$ cat config.mk
export PLATFORM = sky130hd
export DESIGN_NAME = rr_request_agent
export DESIGN_NICKNAME = d
export VERILOG_FILES = /design/src/rtl/rr_pkg.sv /design/src/rtl/rr_len_fifo.sv /design/src/rtl/rr_request_agent.sv
export SDC_FILE = /design/constraint.sdc
export NUM_CORES = 1
export LEC_CHECK = 0
export CAP_MARGIN = 15
export CELL_PAD_IN_SITES_DETAIL_PLACEMENT = 1
export CELL_PAD_IN_SITES_GLOBAL_PLACEMENT = 1
export CORE_ASPECT_RATIO = 0.7
export CORE_UTILIZATION = 32
export CTS_CLUSTER_SIZE = 8
export DETAILED_ROUTE_END_ITERATION = 8
export PLACE_DENSITY_LB_ADDON = 0.1
export SETUP_SLACK_MARGIN = 0.02
export SYNTH_ARGS = -nofsm -noshare
export SYNTH_HDL_FRONTEND = slang
export SYNTH_HIERARCHICAL = 1
export SYNTH_SLANG_ARGS = --single-unit
$ cat constraint.sdc
create_clock -name clk -period 8.65 [get_ports clk]
set_clock_uncertainty 0.1 [all_clocks]
set_input_delay 1.73 -clock clk [delete_from_list [all_inputs] [get_ports clk]]
set_output_delay 1.73 -clock clk [all_outputs]
set_load 0.02 [all_outputs]
$ cat src/rtl/rr_pkg.sv
// Shared constants, channel state encoding and burst-length helper for the
// round-robin request agent.
package rr_pkg;

    localparam int unsigned NCH   = 8;
    localparam int unsigned LW    = 4;
    localparam int unsigned CH_W  = $clog2(NCH);
    localparam int unsigned DEPTH = 4;
    localparam int unsigned CNT_W = $clog2(DEPTH) + 1;

    // Per-channel job state: empty, waiting for a grant, burst in progress.
    typedef enum logic [1:0] {
        IDLE = 2'd0,
        PEND = 2'd1,
        SERV = 2'd2
    } ch_state_e;

    // A zero-length job still occupies one grant cycle.
    function automatic logic [LW-1:0] eff_len(input logic [LW-1:0] len);
        return (len == '0) ? LW'(1) : len;
    endfunction

endpackage

$ cat src/rtl/rr_len_fifo.sv
// Small per-channel job queue holding burst lengths; exposes the head entry,
// occupancy and full/empty flags. Pushes when full and pops when empty are
// ignored.
module rr_len_fifo
    import rr_pkg::*;
#(
    parameter int unsigned W = LW,
    parameter int unsigned D = DEPTH
) (
    input  logic                  clk,
    input  logic                  rst_n,
    input  logic                  push_i,
    input  logic [W-1:0]          din_i,
    input  logic                  pop_i,
    output logic [W-1:0]          head_o,
    output logic [$clog2(D):0]    count_o,
    output logic                  full_o,
    output logic                  empty_o
);

    localparam int unsigned AW = $clog2(D);
    localparam logic [AW:0]   CNT_ONE  = (AW+1)'(1);
    localparam logic [AW:0]   CNT_FULL = (AW+1)'(D);
    localparam logic [AW-1:0] PTR_ONE  = AW'(1);

    logic [W-1:0]  mem_q [D];
    logic [AW-1:0] wr_ptr_q;
    logic [AW-1:0] rd_ptr_q;
    logic [AW:0]   count_q;
    logic          do_push;
    logic          do_pop;

    assign full_o  = (count_q == CNT_FULL);
    assign empty_o = (count_q == '0);
    assign count_o = count_q;
    assign head_o  = mem_q[rd_ptr_q];
    assign do_push = push_i && !full_o;
    assign do_pop  = pop_i && !empty_o;

    // Storage, pointers and occupancy; pointers wrap naturally (D is a power of 2).
    always_ff @(posedge clk or negedge rst_n) begin
        if (!rst_n) begin
            for (int unsigned k = 0; k < D; k++) begin
                mem_q[k] <= '0;
            end
            wr_ptr_q <= '0;
            rd_ptr_q <= '0;
            count_q  <= '0;
        end else begin
            if (do_push) begin
                mem_q[wr_ptr_q] <= din_i;
                wr_ptr_q        <= wr_ptr_q + PTR_ONE;
            end
            if (do_pop) begin
                rd_ptr_q <= rd_ptr_q + PTR_ONE;
            end
            case ({do_push, do_pop})
                2'b10:   count_q <= count_q + CNT_ONE;
                2'b01:   count_q <= count_q - CNT_ONE;
                default: count_q <= count_q;
            endcase
        end
    end

endmodule

$ cat src/rtl/rr_request_agent.sv
// Requester side of the weighted round-robin arbiter: queues jobs per client,
// presents request/weight, counts granted cycles per head job, retires jobs
// and reports completion one cycle after the retiring grant.
module rr_request_agent
    import rr_pkg::*;
(
    input  logic                clk,
    input  logic                reset,
    input  logic                push_valid,
    output logic                push_ready,
    input  logic [CH_W-1:0]     push_ch,
    input  logic [LW-1:0]       push_len,
    input  logic [NCH-1:0]      grant,
    output logic [NCH-1:0]      request,
    output logic [NCH*LW-1:0]   weight,
    output logic                done_valid,
    output logic [CH_W-1:0]     done_ch,
    output logic                busy,
    output logic                err_grant
);

    localparam logic [LW-1:0]    CNT_ONE = LW'(1);
    localparam logic [CNT_W-1:0] OCC_ONE = CNT_W'(1);
    localparam logic [NCH-1:0]   VEC_ONE = NCH'(1);

    ch_state_e        state_q [NCH];
    ch_state_e        state_d [NCH];
    logic [LW-1:0]    cnt_q   [NCH];
    logic [LW-1:0]    cnt_d   [NCH];
    logic [LW-1:0]    head    [NCH];
    logic [CNT_W-1:0] occ     [NCH];
    logic [NCH-1:0]   full;
    logic [NCH-1:0]   empty;
    logic [NCH-1:0]   fifo_push;
    logic [NCH-1:0]   serve;
    logic [NCH-1:0]   retire;
    logic             done_valid_q, done_valid_d;
    logic [CH_W-1:0]  done_ch_q, done_ch_d;
    logic             err_q, err_d;

    for (genvar g = 0; g < NCH; g++) begin : g_ch
        rr_len_fifo #(
            .W (LW),
            .D (DEPTH)
        ) u_fifo (
            .clk     (clk),
            .rst_n   (reset),
            .push_i  (fifo_push[g]),
            .din_i   (push_len),
            .pop_i   (retire[g]),
            .head_o  (head[g]),
            .count_o (occ[g]),
            .full_o  (full[g]),
            .empty_o (empty[g])
        );

        assign request[g]           = (state_q[g] != IDLE);
        assign weight[g*LW +: LW]   = empty[g] ? '0 : head[g];
    end

    assign push_ready = !full[push_ch];
    assign busy       = |request;
    assign done_valid = done_valid_q;
    assign done_ch    = done_ch_q;
    assign err_grant  = err_q;

    // Grant decode: serve the lowest-index granted channel that is requesting;
    // flag multi-hot grants and grants to idle channels.
    always_comb begin
        logic found;
        serve = '0;
        found = 1'b0;
        for (int unsigned i = 0; i < NCH; i++) begin
            if (!found && grant[i] && request[i]) begin
                serve[i] = 1'b1;
                found    = 1'b1;
            end
        end
        err_d = err_q
              | (|(grant & (grant - VEC_ONE)))
              | (|(grant & ~request));
    end

    // Per-channel next state, service counter, queue push/pop and done capture.
    always_comb begin
        done_valid_d = 1'b0;
        done_ch_d    = done_ch_q;
        for (int unsigned i = 0; i < NCH; i++) begin
            fifo_push[i] = push_valid && push_ready && (push_ch == CH_W'(i));
            retire[i]    = serve[i] && ((cnt_q[i] + CNT_ONE) == eff_len(head[i]));
            state_d[i]   = state_q[i];
            cnt_d[i]     = cnt_q[i];

            if (retire[i]) begin
                cnt_d[i]     = '0;
                done_valid_d = 1'b1;
                done_ch_d    = CH_W'(i);
            end else if (serve[i]) begin
                cnt_d[i] = cnt_q[i] + CNT_ONE;
            end

            case (state_q[i])
                IDLE: begin
                    if (fifo_push[i]) state_d[i] = PEND;
                end
                PEND, SERV: begin
                    if (retire[i]) begin
                        state_d[i] = ((occ[i] == OCC_ONE) && !fifo_push[i]) ? IDLE : PEND;
                    end else if (serve[i]) begin
                        state_d[i] = SERV;
                    end
                end
                default: state_d[i] = IDLE;
            endcase
        end
    end

    // State, counter, done and sticky error registers.
    always_ff @(posedge clk or negedge reset) begin
        if (!reset) begin
            for (int unsigned i = 0; i < NCH; i++) begin
                state_q[i] <= IDLE;
                cnt_q[i]   <= '0;
            end
            done_valid_q <= 1'b0;
            done_ch_q    <= '0;
            err_q        <= 1'b0;
        end else begin
            for (int unsigned i = 0; i < NCH; i++) begin
                state_q[i] <= state_d[i];
                cnt_q[i]   <= cnt_d[i];
            end
            done_valid_q <= done_valid_d;
            done_ch_q    <= done_ch_d;
            err_q        <= err_d;
        end
    end

endmodule

==> flow_summary.toml, run 1 <==
[outcome]
run_status = "finished clean"

[timing]
timing_worst_slew_pin_value_ns = 0.970
period_share_pct = 63.7
timing.final.hold_violations = 0
post-route-min-period_ns = 5.51
finalSetupTns_ns = 0
setup_repair_after_global_routing_missed_its_margin = "false"
final_setup_violation_count = 0
maxClockFrequency_ghz = 0.181
drv_slew = 0
max_slew_margin_pct = 35.3

[setup_path]
timing.critical_path.from_type = "input port"
criticalPathCategory = "input port to primary output"
timing.reg2reg.worst_path_depth = 13
critPathRequiredTime_ns = 6.82
crit_top_cell = "sky130_fd_sc_hd__clkdlybuf4s50_1"
cp.arrival_ns = 3.68
worst-r2r-setup-slack_ns = 4.92
setup.worst_path.end_class = "primary output"
worst-path-max-fanout = 7
critical-path-top-delay-family = "buffers and inverters"
slowest_delay_ns = 0.63
crit-reg2reg-capture = "g_ch[5].u_fifo/count_o[2]"
crit_chain = "clkdlybuf4s50_1 > mux4_2 > mux2i_1 > clkdlybuf4s50_1"
cp_slowest_cell = "sky130_fd_sc_hd__clkdlybuf4s50_1"
critPathBufInv = 2
rr_startpoint = "g_ch[5].u_fifo/rd_ptr_q[0]"

[hold_path]
hold_end = "g_ch[7].u_fifo/mem_q[0]"
hold_path.class = "flip-flop to flip-flop"
whs_path_depth = 1
hp-start = "g_ch[7].u_fifo/mem_q[0]"

[clock_tree]
ctsHtreeMaxLevel = 2
tritoncts_num_sinks = 237
tritoncts = "done"
clock_tree.root_cell = "sky130_fd_sc_hd__clkbuf_16"
post_cts.resized_instances = 0
postCtsHoldBufs = 0
clock_tree.buffer_depth = 3
cts.reportedPaths.clkPinSlew_ns = 0.05
post-cts-setup-buffers = 0
clk_latency_ns = 0.52
num_cts_buffers = 35

[placed_design]
post-dp-hpwl_mm = 24.7
numPortBuffers = 64
numPlacedInstances = 1729
postPlaceCellArea_um2 = 14500
place.gp.congestion = 0.768

[grt]
grt_pass1_wl_mm = 55.5
number_of_global_route_vias_before_repair = 9168
globalRouteTotalUtil_pct = 17.0
overflow = 0
antenna_violations_before_repair = 3
maximum_number_of_pins_on_one_net_before_global_route_repair = 113

[yosys]
synth_enable_flop_cells = 0
yosysWarningCount = 6
most_instantiated_flip_flop_cell_in_the_synthesis_netlist = "sky130_fd_sc_hd__dfrtp_1"
synth_cell_type_count = 61
synth_top_area_share_pct = 45.1
netlist_area_um2 = 13200
synthesis.nets = 1227
post_synth_most_frequent_cells = "sky130_fd_sc_hd__dfrtp_1, sky130_fd_sc_hd__mux2_2, sky130_fd_sc_hd__nand2_1"
synth_area_leaders = "sky130_fd_sc_hd__dfrtp_1, sky130_fd_sc_hd__mux2_2, sky130_fd_sc_hd__ha_1"
synth.most_common_cell = "sky130_fd_sc_hd__dfrtp_1"
synth_area_per_cell_um2 = 11.6
synth_seq_cells = 237
synth_sequential_area_ratio_pct = 45.1
syn_inst = 1137
postSynth.asyncResetShare_pct = 100
largest_area_contributor_in_the_synthesized_netlist = "sky130_fd_sc_hd__dfrtp_1"

[floorplan]
starting_utilization_of_the_core_area_pct = 32.8
core.rowCount = 61
die_y_um = 172
core_area_um2 = 40100
boundaryPins = 65
design.die.area_um2 = 41900
die_w_um = 244

[finish]
post_layout_nonfiller_instances = 1772
final_layout_size_suffix_gt1_share_pct = 20.7
finalInstanceArea_um2 = 15400
num-nets-final = 1321
num-fill-cells = 4340
areaGrowthSynthToFinish_pct = 17.1

[detailed_routing]
detailroute.via_count = 8818
post_drt_via_cell_ratio = 4.98
detailedRoute.firstPassIterationCount = 4
detailedRoute.firstIterationViolations = 389
drc = 0
wl_mm = 33.9
avgRoutedWirePerCell_um = 19.1
ant_nets = 0

[power_and_ir_drop]
power.ir.vdd_worst_uv = 183
power_leakage_nw = 6.84
p_per_area_nw_per_um2 = 395

[run]
maxCapViolations = 0
==> per-layer routing <==
metal / part of all wire [%] / wire length [um] / global-route usage (%) / vias up
met5: 0.038 / 13 / 0 / -
met4: 2.4 / 805 / 5.22 / 2
met3: 3.9 / 1310 / 3.39 / 53
met2: 42 / 14400 / 24.9 / 116
met1: 51 / 17400 / 25.2 / 4465
li1: - / - / - / 4182
==> state kept, by name (all words and copies together) (netlist names) <==
signal,count
g_ch.u_fifo/mem_q,128
err_grant,1
done_ch,3
g_ch.u_fifo/rd_ptr_q,16
cnt_q,32
state_q,16
done_valid,1
g_ch.u_fifo/wr_ptr_q,16
g_ch.u_fifo/count_o,24
==> layout make-up <==
class,count,area (um^2),area share (%)
Multi-Input combinational cell,806,6850,44.5
Sequential cell,237,5930,38.5
Clock buffer,39,912,5.92
Timing Repair Buffer,74,721,4.68
Tap cell,535,669,4.35
Inverter,77,289,1.88
Clock inverter,2,25.0,0.162
Antenna cell,2,5.00,0.0325
==> cells by family (layout without fill, tap and decap cells) <==
logic type               after synthesis  count (layout)  synth area share [%]
AO/OA/AOI/OAI                        131             131                  6.67
XOR/XNOR                              88              88                  5.97
adder cells (fa/ha/maj)               72              72                  7.31
buffers and inverters                 94             192                  2.87
flip-flops                           237             237                  45.1
multiplexers                         183             183                  18.5
other                                  0               2                     0
AND/OR/NAND/NOR                      332             332                  13.6
==> how the worst max path moves through the flow <==
stage | slack, ns | from | depth (start not counted) | end
after floorplan | 4.05 | push_ch[0] | 3 | push_ready
after global placement | 3.15 | push_ch[0] | 4 | push_ready
after detailed placement | 3.13 | push_ch[0] | 4 | push_ready
after CTS | 3.12 | push_ch[0] | 4 | push_ready
after global routing | 3.05 | push_ch[0] | 4 | push_ready
final | 3.14 | push_ch[0] | 4 | push_ready
==> layout by cell type, fill, tap and decap left out, types with 8 or more instances in the layout <==
master	Yosys	layout
sky130_fd_sc_hd__a21oi_1	20	20
sky130_fd_sc_hd__buf_4	0	10
sky130_fd_sc_hd__clkbuf_16	0	36
sky130_fd_sc_hd__clkdlybuf4s50_1	0	63
sky130_fd_sc_hd__dfrtp_1	237	237
sky130_fd_sc_hd__fa_1	8	8
sky130_fd_sc_hd__ha_1	64	64
sky130_fd_sc_hd__inv_1	77	77
sky130_fd_sc_hd__mux2_2	139	139
sky130_fd_sc_hd__mux2i_1	10	10
sky130_fd_sc_hd__mux4_2	34	34
sky130_fd_sc_hd__nand2_1	95	95
sky130_fd_sc_hd__nand2b_1	17	17
sky130_fd_sc_hd__nand2b_2	8	8
sky130_fd_sc_hd__nand3_1	20	20
sky130_fd_sc_hd__nor2_1	75	75
sky130_fd_sc_hd__nor2b_1	43	43
sky130_fd_sc_hd__nor3_1	23	23
sky130_fd_sc_hd__nor3b_4	8	8
sky130_fd_sc_hd__o21ai_0	45	45
sky130_fd_sc_hd__o31a_1	9	9
sky130_fd_sc_hd__o31ai_1	8	8
sky130_fd_sc_hd__xnor2_1	55	55
sky130_fd_sc_hd__xor2_1	32	32
==> per-stage QoR <==
stage | utilization (%) | hold WS, ns | total power (W) | setup slack [ns]
global route | 38.4 | 0.414 | 0.00658 | 3.05
global placement | 36.1 | 0.384 | 0.00484 | 3.15
floorplan | - | 0.366 | 0.00395 | 4.05
finish | 38.4 | 0.398 | 0.00609 | 3.14
detailed placement | 36.1 | 0.392 | 0.00491 | 3.13
CTS | 38.4 | 0.403 | 0.00619 | 3.12
==> power by group <==
group          internal [W]  switching [W]
clock              0.000737       0.000480
combinational       0.00139        0.00141
sequential          0.00159       0.000476
total               0.00372        0.00237
Note: power is estimated with default switching activity, not from simulation.
==> run 2: changes to the inputs <==
==> constraint.sdc (replaced) <==
create_clock -name clk -period 4.8 [get_ports clk]
set_clock_uncertainty 0.1 [all_clocks]
set_input_delay 0.96 -clock clk [delete_from_list [all_inputs] [get_ports clk]]
set_output_delay 0.96 -clock clk [all_outputs]
set_load 0.02 [all_outputs]
==> run 2 against run 1 <==
Effect of this change:
- final area up 0.24%
- combinational power up 81%
- setup slack worse by 2.3 ns
- largest cell class unchanged
==> flow_summary.toml, run 2 (same netlist as run 1, synthesis figures left out) <==
[finish]
final_layout_size_suffix_gt1_share_pct = 21.0
layout_common_cells = "sky130_fd_sc_hd__dfrtp_1, sky130_fd_sc_hd__mux2_2, sky130_fd_sc_hd__nand2_1, sky130_fd_sc_hd__inv_1, sky130_fd_sc_hd__nor2_1"
post_layout_nonfiller_instances = 1777
num-nets-final = 1328
post-route-util_pct = 38.5
num-fill-cells = 4370
areaGrowthSynthToFinish_pct = 17.4
largest_register_ffs = 128
registers.top_by_ff_count = "g_ch.u_fifo/mem_q"
layout_commonest_cell = "sky130_fd_sc_hd__dfrtp_1"

[setup_path]
crit-reg2reg-capture = "g_ch[5].u_fifo/count_o[2]"
critPathRequiredTime_ns = 3.74
slowest_delay_ns = 0.64
timing.reg2reg.worst_path_depth = 13
critPathBufInv = 2
worst-path-max-fanout = 7
timing.critical_path.from_type = "input port"
criticalPathCategory = "input port to primary output"
cp_slowest_cell = "sky130_fd_sc_hd__clkdlybuf4s50_1"
rr_startpoint = "g_ch[5].u_fifo/rd_ptr_q[0]"
critical-path-top-delay-family = "buffers and inverters"
cp.arrival_ns = 2.93
setup.worst_path.end_class = "primary output"
crit_chain = "clkdlybuf4s50_1 > mux4_2 > mux2i_1 > clkdlybuf4s50_1"
worst-r2r-setup-slack_ns = 1.09
crit_top_cell = "sky130_fd_sc_hd__clkdlybuf4s50_1"

[timing]
max_slew_margin_pct = 39.9
maxClockFrequency_ghz = 0.250
post-route-min-period_ns = 3.99
final_setup_violation_count = 0
setup_repair_after_global_routing_missed_its_margin = "false"
setup_ws_ns = 0.805
finalSetupTns_ns = 0
timing.final.hold_violations = 0
timing_worst_slew_pin_value_ns = 0.901
drv_slew = 0
period_share_pct = 83.2

[power_and_ir_drop]
power_leakage_nw = 6.86
totalPowerFinal_w = 0.0110
power.ir.vdd_worst_uv = 382
p_per_area_nw_per_um2 = 710

[clock_tree]
cts.reportedPaths.clkPinSlew_ns = 0.05
ctsHtreeMaxLevel = 2
clock_tree.buffer_depth = 3
postCtsHoldBufs = 0
post-cts-setup-buffers = 0
num_cts_buffers = 35
tritoncts = "done"
clk_latency_ns = 0.51
tritoncts_num_sinks = 237
clock_tree.root_cell = "sky130_fd_sc_hd__clkbuf_16"
post_cts.resized_instances = 0

[grt]
maximum_number_of_pins_on_one_net_before_global_route_repair = 107
overflow = 0
antenna_violations_before_repair = 3
globalRouteTotalUtil_pct = 17.0
number_of_global_route_vias_before_repair = 9312
grt_pass1_wl_mm = 55.4

[floorplan]
starting_utilization_of_the_core_area_pct = 32.8
die_w_um = 244
core_area_um2 = 40100
core.rowCount = 61
boundaryPins = 65
design.die.area_um2 = 41900
die_y_um = 172

[placed_design]
numPlacedInstances = 1736
detailedPlace.worstSlack_ns = 0.574
post-dp-hpwl_mm = 24.7
numPortBuffers = 64
place.gp.congestion = 0.772

[hold_path]
whs_path_depth = 1
hold_end = "g_ch[2].u_fifo/mem_q[5]"
hp-start = "g_ch[2].u_fifo/mem_q[5]"
hold_path.class = "flip-flop to flip-flop"

[detailed_routing]
ant_nets = 0
detailedRoute.firstIterationViolations = 381
post_drt_via_cell_ratio = 4.95
detailedRoute.firstPassIterationCount = 4
wl_mm = 34.2
detailroute.via_count = 8792
drc = 0
avgRoutedWirePerCell_um = 19.2

[outcome]
run_status = "finished clean"

[run]
maxCapViolations = 0
==> run 2: changes by cell type in the layout (fill, tap and decap cells not counted) <==
cell / previous run / this run
sky130_fd_sc_hd__buf_4: 10 / 15
sky130_fd_sc_hd__buf_12: 0 / 2
sky130_fd_sc_hd__clkbuf_16: 36 / 35
sky130_fd_sc_hd__clkinv_8: 1 / 0
==> run 2: how the worst max path moves through the flow <==
stage                                    start                         to  slack [ns]  depth (start not counted)
floorplan           g_ch[0].u_fifo/rd_ptr_q[0]  g_ch[0].u_fifo/count_o[2]        1.38                         13
global placement                      grant[1]  g_ch[5].u_fifo/count_o[2]        0.69                         12
detailed placement                    grant[1]  g_ch[5].u_fifo/count_o[2]        0.57                         12
CTS                                 push_ch[0]                 push_ready        0.77                          4
global route                        push_ch[0]                 push_ready        0.75                          4
finish                              push_ch[0]                 push_ready        0.81                          4
==> run 2: final cells by class <==
type / instances / area [um^2] / share of cell area, %
Timing Repair Buffer: 81 / 798 / 5.17
Sequential cell: 237 / 5930 / 38.4
Inverter: 77 / 289 / 1.87
Clock inverter: 1 / 8.76 / 0.0567
Antenna cell: 2 / 5.00 / 0.0324
Tap cell: 535 / 669 / 4.34
Clock buffer: 38 / 887 / 5.75
Multi-Input combinational cell: 806 / 6850 / 44.4
==> run 2: through the flow <==
stage | instance area (um^2) | hold slack (ns)
floorplan | 13200 | 0.366
global placement | 14500 | 0.383
detailed placement | 14500 | 0.392
CTS | 15400 | 0.404
global route | 15400 | 0.412
finish | 15400 | 0.399
==> run 2: worst reg2reg max path: cells and delay by family (launching register included) <==
kind / cells / cell delay, ns
AOI/OAI and AO/OA: 3 / 0.68
xor gates and xnor gates: 2 / 0.31
adders and majority gates: 2 / 0.58
buffers and inverters: 1 / 0.06
DFF: 1 / 0.56
muxes: 1 / 0.63
and+or+nand+nor: 4 / 0.72
==> run 2: routing by layer <==
| layer | vias to the layer above | global-route usage [%] | share of wire (%) |
|---|---|---|---|
| li1 | 4180 | - | - |
| met1 | 4462 | 25.5 | 52 |
| met2 | 92 | 25.1 | 42 |
| met3 | 56 | 2.73 | 2.8 |
| met4 | 2 | 4.70 | 2.3 |
| met5 | - | 0 | 0.038 |
==> run 2: power by group <==
group	switching, W	total, W	internal (W)
Clock	0.000870	0.00216	0.00129
Sequential	0.000857	0.00373	0.00287
Combinational	0.00255	0.00507	0.00252
Total	0.00428	0.0110	0.00668
==> run 3: changes to the inputs <==
==> constraint.sdc (replaced) <==
create_clock -name clk -period 3.85 [get_ports clk]
set_clock_uncertainty 0.1 [all_clocks]
set_input_delay 0.77 -clock clk [delete_from_list [all_inputs] [get_ports clk]]
set_output_delay 0.77 -clock clk [all_outputs]
set_load 0.02 [all_outputs]
==> run 3 against run 2 <==
Effect of this change:
- combinational power is 26% higher
- power is 25% higher
- via count is 0.43% higher
- routed wire length is 1.3% higher
- global-route usage is 0.38 points higher
- non-clock buffer count is 22 higher
- clock-buffer cell count stayed put
- sequential power is 25% higher
==> flow_summary.toml, run 3 (same netlist as run 1, synthesis figures left out) <==
[detailed_routing]
wl_mm = 34.6
post_drt_via_cell_ratio = 4.91
route.top_layer_used = "met5"
route.met3.wl_mm = 1.06
avgRoutedWirePerCell_um = 19.2
wl_met2_mm = 14.6
detailedRoute.firstIterationViolations = 310
wirelength_met1_mm = 18.1
drc = 0
ant_nets = 0
detailedRoute.firstPassIterationCount = 4
detailroute.via_count = 8830

[placed_design]
numPortBuffers = 64
detailedPlace.worstSlack_ns = 0.0585
place.gp.congestion = 0.777
post-dp-hpwl_mm = 25.3

[setup_path]
crit-reg2reg-capture = "g_ch[6].u_fifo/count_o[2]"
timing.reg2reg.worst_path_depth = 12
crit_chain = "clkdlybuf4s50_1 > mux4_2 > mux2i_1 > clkdlybuf4s50_1"
critPathRequiredTime_ns = 2.98
crit_top_cell = "sky130_fd_sc_hd__clkdlybuf4s50_1"
timing.critical_path.from_type = "input port"
critPathBufInv = 2
worst-path-max-fanout = 7
rr_startpoint = "g_ch[6].u_fifo/rd_ptr_q[0]"
cp.arrival_ns = 2.77
cp_slowest_cell = "sky130_fd_sc_hd__clkdlybuf4s50_1"
worst-r2r-setup-slack_ns = 0.24
cp.depth = 4
criticalPathCategory = "input port to primary output"
setup.worst_path.end_class = "primary output"
slowest_delay_ns = 0.65
cp-endpoint = "push_ready"
critical-path-top-delay-family = "buffers and inverters"
setup.worst_path.start = "push_ch[0]"

[floorplan]
design.die.area_um2 = 41900
core_area_um2 = 40100
die_w_um = 244
boundaryPins = 65
core.rowCount = 61
die_y_um = 172
starting_utilization_of_the_core_area_pct = 32.8

[timing]
maxClockFrequency_ghz = 0.274
post-route-min-period_ns = 3.64
setup_ws_ns = 0.205
final_setup_violation_count = 0
max_slew_margin_pct = 55.1
drv_slew = 0
timing_worst_slew_pin_value_ns = 0.669
finalSetupTns_ns = 0
setup_repair_after_global_routing_missed_its_margin = "false"
timing.final.hold_violations = 0
period_share_pct = 94.7

[power_and_ir_drop]
share_of_total_power_in_sequential_cells_pct = 33.9
internal_power_w = 0.00840
p_sw_w = 0.00535
power_leakage_nw = 6.97
power.ir.vdd_worst_uv = 396
clock_power_share_pct = 19.5
power.share.switching_pct = 38.9
combinationalPowerShare_pct = 46.6
p_per_area_nw_per_um2 = 881

[clock_tree]
clk_latency_ns = 0.51
tritoncts_num_sinks = 237
ctsHtreeMaxLevel = 2
cts.reportedPaths.clkPinSlew_ns = 0.05
post-cts-setup-buffers = 0
tritoncts = "done"
num_cts_buffers = 35
clock_tree.root_cell = "sky130_fd_sc_hd__clkbuf_16"
clock_tree.buffer_depth = 3

[finish]
layout_commonest_cell = "sky130_fd_sc_hd__dfrtp_1"
layout_common_cells = "sky130_fd_sc_hd__dfrtp_1, sky130_fd_sc_hd__mux2_2, sky130_fd_sc_hd__nand2_1, sky130_fd_sc_hd__inv_1, sky130_fd_sc_hd__nor2_1"
largest_register_ffs = 128
areaGrowthSynthToFinish_pct = 18.7
final_layout_size_suffix_gt1_share_pct = 22.7
registers.top_by_ff_count = "g_ch.u_fifo/mem_q"
num-nets-final = 1350

[outcome]
run_status = "finished clean"

[grt]
maximum_number_of_pins_on_one_net_before_global_route_repair = 60
overflow = 0
grt_pass1_wl_mm = 56.4
number_of_global_route_vias_before_repair = 9559
globalRouteTotalUtil_pct = 17.4
antenna_violations_before_repair = 3

[hold_path]
hold_path.class = "input port to async pin"

[run]
maxCapViolations = 0
run 3: cell types whose count changed in the layout (fill, tap and decap cells not counted), sizes merged:
| cell | delta |
|---|---|
| buf | +22 |
run 3: per-layer routing:
layer | up-vias | global-route usage, %
li1 | 4234 | -
met1 | 4438 | 25.9
met2 | 97 | 25.7
met3 | 59 | 2.87
met4 | 2 | 5.03
met5 | - | 0
run 3: final cells by class:
cell class | instances | area (um^2)
Antenna cell | 2 | 5.00
Clock buffer | 38 | 887
Clock inverter | 1 | 8.76
Fill cell | 4369 | 24500
Inverter | 77 | 289
Multi-Input combinational cell | 806 | 6850
Sequential cell | 237 | 5930
Tap cell | 535 | 669
Timing Repair Buffer | 103 | 963
run 3: timing repair:
action	CTS	global route
setup endpoints to repair	0	2
resized for setup	0	4
hold buffers	0	0
run 3: power groups by stage:
stage / sequential (W) / clock [W] / combinational [W]
after floorplan: 0.00428 / 0 / 0.00459
after global placement: 0.00467 / 0 / 0.00633
after detailed placement: 0.00469 / 0 / 0.00646
after CTS: 0.00467 / 0.00279 / 0.00650
after global routing: 0.00486 / 0.00288 / 0.00712
final: 0.00465 / 0.00269 / 0.00641
run 3: worst min path at each step:
stage / end / slack, ns / cells after the start
3_5_place_dp: g_ch[3].u_fifo/mem_q[7] / 0.39 / 1
2_1_floorplan: cnt_q[0] / 0.37 / 0
4_1_cts: g_ch[7].u_fifo/mem_q[13] / 0.10 / 1
3_3_place_gp: g_ch[7].u_fifo/mem_q[3] / 0.38 / 1
6_report: g_ch[7].u_fifo/mem_q[13] / 0.09 / 1
5_1_grt: g_ch[7].u_fifo/mem_q[1] / 0.11 / 1
run 3: metrics by stage:
step | utilization [%] | instances | hold WS [ns] | power (W) | instance area (um^2)
2_1_floorplan | - | 1137 | 0.366 | 0.00887 | 13200
3_3_place_gp | 36.7 | 1758 | 0.383 | 0.0110 | 14700
3_5_place_dp | 36.7 | 1758 | 0.392 | 0.0111 | 14700
6_report | 39.0 | 1799 | 0.0884 | 0.0137 | 15600
5_1_grt | 38.9 | 1798 | 0.111 | 0.0149 | 15600
4_1_cts | 38.9 | 1797 | 0.103 | 0.0140 | 15600
